<file path="config.mk">
export PLATFORM = sky130hd
export DESIGN_NAME = writeback_commit
export DESIGN_NICKNAME = d
export VERILOG_FILES = /design/src/rtl/writeback_commit_pkg.sv /design/src/rtl/writeback_commit_csr_sequencer.sv /design/src/rtl/writeback_commit.sv
export SDC_FILE = /design/constraint.sdc
export NUM_CORES = 1
export LEC_CHECK = 0
export CORE_AREA = 2 2 362 364
export CTS_CLUSTER_SIZE = 14
export DETAILED_ROUTE_END_ITERATION = 10
export DIE_AREA = 0 0 364 366
export GPL_TIMING_DRIVEN = 0
export MAX_ROUTING_LAYER = met4
export PLACE_DENSITY_LB_ADDON = 0.3
export SLEW_MARGIN = 10
export SYNTH_ARGS = -nofsm -noshare
export SYNTH_HDL_FRONTEND = slang
export SYNTH_SLANG_ARGS = --single-unit
</file>
<file path="constraint.sdc">
create_clock -name clk -period 4 [get_ports clk]
set_input_delay 0.6 -clock clk [delete_from_list [all_inputs] [get_ports clk]]
set_output_delay 0.6 -clock clk [all_outputs]
set_load 0.01 [all_outputs]
</file>
<file path="src/rtl/writeback_commit_pkg.sv">
// Shared pipeline types for the writeback stage: MEM/WB register, forwarding source,
// CSR sequencer state and the registered commit record.
package writeback_commit_pkg;

    localparam int XLEN       = 64;
    localparam int NREG_W     = 5;
    localparam int CSR_ADDR_W = 12;

    typedef struct packed {
        logic                  valid;
        logic                  skip;
        logic [XLEN-1:0]       instrAddr;
        logic [31:0]           instr;
        logic [XLEN-1:0]       pcPlus4;
        logic [XLEN-1:0]       aluOut;
        logic [XLEN-1:0]       memOut;
        logic                  isMemRead;
        logic                  isJump;
        logic                  isWriteBack;
        logic [NREG_W-1:0]     wd;
        logic                  isCSRWrite;
        logic                  isCSRWrite2;
        logic                  isCSRWrite3;
        logic [CSR_ADDR_W-1:0] CSR_addr;
        logic [CSR_ADDR_W-1:0] CSR_addr2;
        logic [CSR_ADDR_W-1:0] CSR_addr3;
        logic [XLEN-1:0]       CSR_write_value;
        logic [XLEN-1:0]       CSR_write_value2;
        logic [XLEN-1:0]       CSR_write_value3;
    } REG_MEM_WB;

    typedef struct packed {
        logic              valid;
        logic              isWb;
        logic [NREG_W-1:0] wd;
        logic [XLEN-1:0]   wdData;
    } FORWARD_SOURCE;

    typedef enum logic [1:0] {
        S_CSR1 = 2'd0,
        S_CSR2 = 2'd1,
        S_CSR3 = 2'd2
    } wb_state_t;

    typedef struct packed {
        logic              valid;
        logic [XLEN-1:0]   pc;
        logic [31:0]       instr;
        logic              wen;
        logic [NREG_W-1:0] wdst;
        logic [XLEN-1:0]   wdata;
        logic              skip;
    } commit_rec_t;

    // Load data beats link address, which beats the ALU result.
    function automatic logic [XLEN-1:0] wb_select(input REG_MEM_WB r);
        if (r.isMemRead) begin
            return r.memOut;
        end else if (r.isJump) begin
            return r.pcPlus4;
        end
        return r.aluOut;
    endfunction

endpackage

</file>
<file path="src/rtl/writeback_commit_csr_sequencer.sv">
// Serialises up to three CSR writes of one instruction onto a single-port CSR file
// and reports when the instruction has finished writeback.
module writeback_commit_csr_sequencer
    import writeback_commit_pkg::*;
(
    input  logic                  clk,
    input  logic                  rst_n,
    input  logic                  live,
    input  logic                  wr1,
    input  logic                  wr2,
    input  logic                  wr3,
    input  logic [CSR_ADDR_W-1:0] addr1,
    input  logic [CSR_ADDR_W-1:0] addr2,
    input  logic [CSR_ADDR_W-1:0] addr3,
    input  logic [XLEN-1:0]       data1,
    input  logic [XLEN-1:0]       data2,
    input  logic [XLEN-1:0]       data3,
    output logic                  csr_we,
    output logic [CSR_ADDR_W-1:0] csr_waddr,
    output logic [XLEN-1:0]       csr_wdata,
    output logic                  ok_to_proceed,
    output logic                  finish,
    output logic                  in_first
);

    wb_state_t state_q, state_d;
    logic      chain2;

    // A third write is only reachable through the second, so wr3 alone is ignored.
    assign chain2   = live & wr2;
    assign in_first = (state_q == S_CSR1);

    always_ff @(posedge clk or negedge rst_n) begin
        if (!rst_n) begin
            state_q <= S_CSR1;
        end else begin
            state_q <= state_d;
        end
    end

    always_comb begin
        state_d = state_q;
        case (state_q)
            S_CSR1:  if (chain2) state_d = S_CSR2;
            S_CSR2:  state_d = wr3 ? S_CSR3 : S_CSR1;
            S_CSR3:  state_d = S_CSR1;
            default: state_d = S_CSR1;
        endcase
    end

    always_comb begin
        csr_we        = 1'b0;
        csr_waddr     = '0;
        csr_wdata     = '0;
        ok_to_proceed = 1'b0;
        finish        = 1'b0;
        case (state_q)
            S_CSR1: begin
                csr_we        = live & wr1;
                ok_to_proceed = ~chain2;
                finish        = live & ~wr2;
                if (csr_we) begin
                    csr_waddr = addr1;
                    csr_wdata = data1;
                end
            end
            S_CSR2: begin
                csr_we    = 1'b1;
                csr_waddr = addr2;
                csr_wdata = data2;
                finish    = ~wr3;
            end
            S_CSR3: begin
                csr_we        = 1'b1;
                csr_waddr     = addr3;
                csr_wdata     = data3;
                ok_to_proceed = 1'b1;
                finish        = 1'b1;
            end
            default: ok_to_proceed = 1'b1;
        endcase
    end

endmodule

</file>
<file path="src/rtl/writeback_commit.sv">
// Writeback/commit stage: register-file write, WB forwarding, CSR sequencing and
// the retire record (commit_* live only when WB_COMMIT_TRACE_EN is defined).
module writeback_commit
    import writeback_commit_pkg::*;
(
    input  logic                  clk,
    input  logic                  rst_n,
    input  REG_MEM_WB             moduleIn,
    input  logic                  ok_to_proceed_overall,
    output logic                  ok_to_proceed,
    output FORWARD_SOURCE         forwardSource,
    output logic                  rf_we,
    output logic [NREG_W-1:0]     rf_wa,
    output logic [XLEN-1:0]       rf_wd,
    output logic                  csr_we,
    output logic [CSR_ADDR_W-1:0] csr_waddr,
    output logic [XLEN-1:0]       csr_wdata,
    output logic                  commit_valid,
    output logic [XLEN-1:0]       commit_pc,
    output logic [31:0]           commit_instr,
    output logic                  commit_wen,
    output logic [NREG_W-1:0]     commit_wdst,
    output logic [XLEN-1:0]       commit_wdata,
    output logic                  commit_skip
);

    logic            done_q, done_d;
    logic            live;
    logic            finish;
    logic            in_first;
    logic            wd_nz;
    logic [XLEN-1:0] wb_data;

    assign wb_data = wb_select(moduleIn);
    assign wd_nz   = (moduleIn.wd != '0);
    assign live    = moduleIn.valid & ~done_q;

    writeback_commit_csr_sequencer u_seq (
        .clk           (clk),
        .rst_n         (rst_n),
        .live          (live),
        .wr1           (moduleIn.isCSRWrite),
        .wr2           (moduleIn.isCSRWrite2),
        .wr3           (moduleIn.isCSRWrite3),
        .addr1         (moduleIn.CSR_addr),
        .addr2         (moduleIn.CSR_addr2),
        .addr3         (moduleIn.CSR_addr3),
        .data1         (moduleIn.CSR_write_value),
        .data2         (moduleIn.CSR_write_value2),
        .data3         (moduleIn.CSR_write_value3),
        .csr_we        (csr_we),
        .csr_waddr     (csr_waddr),
        .csr_wdata     (csr_wdata),
        .ok_to_proceed (ok_to_proceed),
        .finish        (finish),
        .in_first      (in_first)
    );

    // done blocks a second retire while MEM/WB is frozen; a reload always clears it.
    always_comb begin
        done_d = done_q;
        if (finish) begin
            done_d = 1'b1;
        end
        if (ok_to_proceed_overall) begin
            done_d = 1'b0;
        end
    end

    always_ff @(posedge clk or negedge rst_n) begin
        if (!rst_n) begin
            done_q <= 1'b0;
        end else begin
            done_q <= done_d;
        end
    end

    assign rf_we = live & moduleIn.isWriteBack & wd_nz & in_first;
    assign rf_wa = moduleIn.valid ? moduleIn.wd : '0;
    assign rf_wd = moduleIn.valid ? wb_data : '0;

    // Forwarding stays valid after retire so held consumers still see the result.
    always_comb begin
        forwardSource = '0;
        if (moduleIn.valid) begin
            forwardSource.valid  = wd_nz;
            forwardSource.isWb   = moduleIn.isWriteBack;
            forwardSource.wd     = moduleIn.wd;
            forwardSource.wdData = wb_data;
        end
    end

`ifdef WB_COMMIT_TRACE_EN
    commit_rec_t commit_q, commit_d;

    always_comb begin
        commit_d = '0;
        if (finish) begin
            commit_d.valid = 1'b1;
            commit_d.pc    = moduleIn.instrAddr;
            commit_d.instr = moduleIn.instr;
            commit_d.wen   = moduleIn.isWriteBack & wd_nz;
            commit_d.wdst  = moduleIn.wd;
            commit_d.wdata = wb_data;
            commit_d.skip  = moduleIn.skip;
        end
    end

    always_ff @(posedge clk or negedge rst_n) begin
        if (!rst_n) begin
            commit_q <= '0;
        end else begin
            commit_q <= commit_d;
        end
    end

    assign commit_valid = commit_q.valid;
    assign commit_pc    = commit_q.pc;
    assign commit_instr = commit_q.instr;
    assign commit_wen   = commit_q.wen;
    assign commit_wdst  = commit_q.wdst;
    assign commit_wdata = commit_q.wdata;
    assign commit_skip  = commit_q.skip;
`else
    logic unused_trace;
    assign unused_trace = ^{moduleIn.skip, moduleIn.instrAddr, moduleIn.instr};

    assign commit_valid = 1'b0;
    assign commit_pc    = '0;
    assign commit_instr = '0;
    assign commit_wen   = 1'b0;
    assign commit_wdst  = '0;
    assign commit_wdata = '0;
    assign commit_skip  = 1'b0;
`endif

endmodule
</file>
### Yosys cells after proc, flatten, opt, wreduce, memory -nomap -nowiden

Index checks and enable logic that the tools add are counted.

| cells by class | value |
|---|---|
| equality and inequality tests | 3 |
| multiplexer cells | 20 |
| bitwise logic cells | 11 |
| reduce and logical (&&, ||, !) cells | 4 |

Operators by type and width:

| operator | count |
|---|---|
| $mux 64 | 5 |
| $pmux 64 s3 | 1 |
| $mux 71 | 1 |
| $pmux 12 s3 | 1 |
| $mux 12 | 1 |
| $and 1x1->1 | 7 |
| $mux 5 | 1 |
| $reduce_bool 5->1 | 1 |
| $mux 1 | 4 |
| $mux 2 | 2 |
| $not 1->1 | 4 |
| $pmux 1 s2 | 2 |
| $pmux 2 s2 | 1 |
| $pmux 1 s3 | 1 |
| $eq 2x1->1 const B | 1 |
| $eq 2x2->1 const B | 1 |
| $logic_not 2->1 | 1 |
| $ne 2x1->1 const B | 1 |
| $reduce_bool 2->1 | 1 |
| $reduce_or 2->1 | 1 |

| storage, ports and cells | value |
|---|---|
| bits in registers | 3 |
| input port bits | 532 |
| output and inout bits | 387 |

### Depth between registers and ports, before layout

| depth | value |
|---|---|
| word-level depth | 6 |
| mapped depth | 7 |
| gate-level depth less buffers | 5 |

### Hierarchy

Synthesis repeated with hierarchy kept, for this count alone.

| unflattened totals | value |
|---|---|
| cell total of the unflattened synthesis | 777 |
| area, all modules | 6241.0 um^2 |

By module, submodules not included:

| module | instances | cells each | area an instance (um^2) | seq. area each (um^2) |
|---|---|---|---|---|
| writeback_commit | 1 | 474 | 4112.7 | 25.0 |
| writeback_commit_csr_sequencer | 1 | 303 | 2128.3 | 50.0 |

### Worst setup path before layout

Ideal clock, no wire load.

| path | value |
|---|---|
| path kind | input -> output |
| from | input moduleIn[237] (netlist name) |
| to | output rf_wd[14] |
| arrival | 1.528 ns |
| data required time | 3.400 ns |
| path slack | 1.872 ns |
| stages | 6 |
| buffers on the path | 3 |
| cell sequence | buf_4 > buf_6 > mux2i_1 > o21ai_0 > and2_1 > buf_4 |

| between the ends | value |
|---|---|
| word-level cells in the longest chain between the ends | 4 |

Ends and longest elaborated chain:

| item | line | text |
|---|---|---|
| from (decl) | writeback_commit.sv:8 | `input REG_MEM_WB moduleIn,` |
| $mux 1 | writeback_commit_pkg.sv:59 | `end else if (r.isJump) begin` |
| $mux 1 | writeback_commit_pkg.sv:57 | `if (r.isMemRead) begin` |
| $mux 64 | writeback_commit_pkg.sv:62 | `return r.aluOut;` |
| $mux 64 | writeback_commit.sv:80 | `assign rf_wd = moduleIn.valid ? wb_data : '0;` |
| to (decl) | writeback_commit.sv:14 | `output logic [XLEN-1:0] rf_wd,` |

Every way passes these cells.

### Final worst setup path

| path | value |
|---|---|
| from | register u_seq.state_q[0] |
| to | output csr_wdata[7] |

| between the ends | value |
|---|---|
| word-level cells in the longest chain between the ends | 2 |

Ends and longest elaborated chain:

| item | line | text |
|---|---|---|
| from (decl) | writeback_commit_csr_sequencer.sv:26 | `wb_state_t state_q, state_d;` |
| from (signal assigned) | writeback_commit_csr_sequencer.sv:37 | `state_q <= state_d;` |
| $eq 2x2->1 (tied with other cells) | writeback_commit_csr_sequencer.sv:57 | `case (state_q)` |
| $pmux 64 s3 * | writeback_commit_csr_sequencer.sv:57 |  |
| to (decl) | writeback_commit.sv:17 | `output logic [XLEN-1:0] csr_wdata,` |

Mark *: on every way between the ends. The rest lies on a longest branch, timed or not.

==> flow_metrics.tcl <==
set metrics [dict create \
    outcome "completed" \
    gr-total-overflow 0 \
    die_height_um 366 \
    io_buffer_count 651 \
    area.growth.synth_to_final_pct 171 \
    syn_avg_cell_area_sq_um 7.46 \
    critical_path.top_delay_family "buffers and inverters" \
    cellLeakagePower_nw 5.81 \
    io_pins 919 \
    power.ir.vdd_worst_uv 168 \
    timing.critical_path.cells "inv_1 > ha_1 > clkbuf_1 > clkdlybuf4s15_1 > a22oi_1 > o2bb2ai_1 > clkdlybuf4s50_1" \
    finalNetCount 2104 \
    synth_area_sq_mm 0.00556 \
    slew_viols_final 0 \
    fin_area_sq_mm 0.0150 \
    dr_total_vias 8293 \
    slowest_stage "a22oi_1" \
    detail_route.drc_violations 0 \
    p_total_mw 4.08 \
    dr_wl_met2_mm 39.4 \
    final-hold-violation-count 0 \
    clock-sinks 3 \
    power_per_cell_area_mw_per_mm2 271 \
    worst_slack_ns 0.187 \
    die-area_sq_mm 0.133 \
    tritoncts_clock_tree "done" \
    routabilityCongestion 0.805 \
    track_usage 0.119 \
    ctsLongestPathBuffers 2 \
    worst_slew_margin_rel 0.313 \
    top_layer "met4" \
    grt_max_degree 11 \
    worst_slew_pin_slew_ns 1.03 \
    worst-setup-path-type "flop to output port" \
    cp.buffers_inverters 4 \
    first_global_vias 8360 \
    cp_data_required_time_ns 3.40 \
    final.period_utilization 0.953 \
    finalWorstPathRequiredPeriod_ns 3.81 \
    grt_pass1_wl_mm 97.2 \
    clock_latency_ns 0.23 \
    placementRows 132 \
    yosysSeqAreaShare 0.0135 \
    route.met3.wl_mm 7.42 \
    place.detailed.hpwl_mm 75.1 \
    synth_cells 745 \
    routed_wire_length_mm 80.4 \
    tritoncts.num_buffers 3 \
    dr.first_iter.drc_count 255 \
    avgRoutedWirePerCell_um 24.1 \
    die_width_um 364 \
    timing.clock.skew_ns 0.00156 \
    antenna_found_initial 94 \
    whs_ns 0.560 \
    viasPerCell 2.49 \
    placement.setup.worst_slack_ns -0.249 \
    postPlaceCellArea_sq_mm 0.0149 \
    start_util 0.0431 \
    grt_setup_unrepaired "false" \
    setup_violations_final 0 \
    synth_cell_types 27 \
    cts.reportedPaths.clkPinSlew_ns 0.03 \
    postRouteAntennaNets 0 \
    yosys_register_bits 3 \
    utilization 0.117 \
    core_sq_mm 0.129 \
    critical_path.max_fanout 10 \
    maxClockFrequency_mhz 262 \
    worstHoldPathType "primary input to async pin" \
    clock-root-buffer "clkbuf_16" \
    firstDrtPassIters 4 \
    htree_num_levels 1 \
    timing.critical_path.to_type "output port" \
    cap_viol_max_count 0 \
    layout-drive-gt1-share 0.202 \
    yosys_warnings 0 \
    critPathArrivalTime_ns 3.21 \
    detail_route.wirelength.met1_mm 32.9 \
    cp_slowest_stage_delay_ns 0.83 \
    critPathLaunchType "flop" \
]
## state kept, by name (all words and copies together), names as in the netlist
signal,count
u_seq.state_q,2
done_q,1
## kinds of logic after synthesis
family	share of synthesized area
flops	0.0135
buf+inv	0.390
other cells	0.000675
fa+ha+maj	0.00901
compound gates	0.331
simple gates	0.139
mux	0.117
## final timing paths
kind	slack, ns	endpoint	cells after the start	startpoint
max	0.19	csr_wdata[7]	7	u_seq.state_q[0]
min	0.56	u_seq.state_q[0]	1	rst_n
max reg2reg	1.95	u_seq.state_q[1]	7	u_seq.state_q[1]
min reg2reg	0.59	u_seq.state_q[0]	1	u_seq.state_q[0]
max in group asynchronous	3.30	done_q	1	rst_n
min in group clk	0.59	u_seq.state_q[0]	1	u_seq.state_q[0]
## synth_stat cells, drive strengths merged
cell	instances	area share
ha	4	0.0090
a21oi	1	0.00090
nand2	66	0.045
a22oi	76	0.10
nor2b	2	0.0023
conb	1	0.00067
mux2i	65	0.12
clkbuf	31	0.021
buf	270	0.37
o2bb2ai	76	0.16
and2	70	0.079
o21a	1	0.0014
nor2	3	0.0034
nor3	1	0.00090
or4	1	0.0014
inv	4	0.0027
nand4b	1	0.0043
dfrtp	3	0.014
nor4bb	2	0.0036
o21ai	66	0.059
a2111oi	1	0.0016
## power by group
part	switching (mW)	internal, mW
Clock	0.0266	0.131
Combinational	1.96	1.89
Sequential	0.0183	0.0435
## through the flow
stage               cells  setup TNS (ns)
floorplan             912               0
CTS                  3309               0
global route         3327               0
finish               3335               0
detailed placement   3305           -1.60
global placement     3305           -1.94
## placed cells by master, fill, tap and decap left out
master	instances
o21a_1	1
conb_1	168
clkbuf_1	29
nor2b_1	2
clkdlybuf4s15_1	1
nor2_4	1
o21ai_0	66
buf_8	4
inv_1	4
o2bb2ai_2	40
nor2_1	2
buf_2	17
buf_4	240
or4_1	1
nor3_1	1
nand2_1	66
nand4b_4	1
nor4bb_1	2
a22oi_1	76
clkbuf_16	3
mux2i_1	65
buf_6	7
o2bb2ai_1	36
diode_2	26
a21oi_1	1
buf_1	1
dfrtp_1	3
a2111oi_0	1
clkdlybuf4s50_1	651
and2_1	70
clkbuf_4	1
ha_1	4
clkbuf_2	2
## layer usage
metal,GRT usage,up-vias
met4,0.00598,0
met5,-,-
met3,0.0401,96
met2,0.208,595
li1,-,3919
met1,0.135,3683
## layout make-up
type                            count  area, sq um
Fill cell                       15000       114000
Timing Repair Buffer              651         6520
Multi-Input combinational cell    604         3940
Tap cell                         1742         2180
Buffer                            301         2160
Clock buffer                        4         78.8
Sequential cell                     3         75.1
Antenna cell                       26         65.1
Inverter                            4         15.0
## what timing repair did
item / CTS / global route
resized for setup: 1 / 6
setup buffers: 0 / 0
hold buffers: 0 / 0
setup endpoints to repair: 9 / 4
No activity file was read; power rests on OpenSTA's default activity.
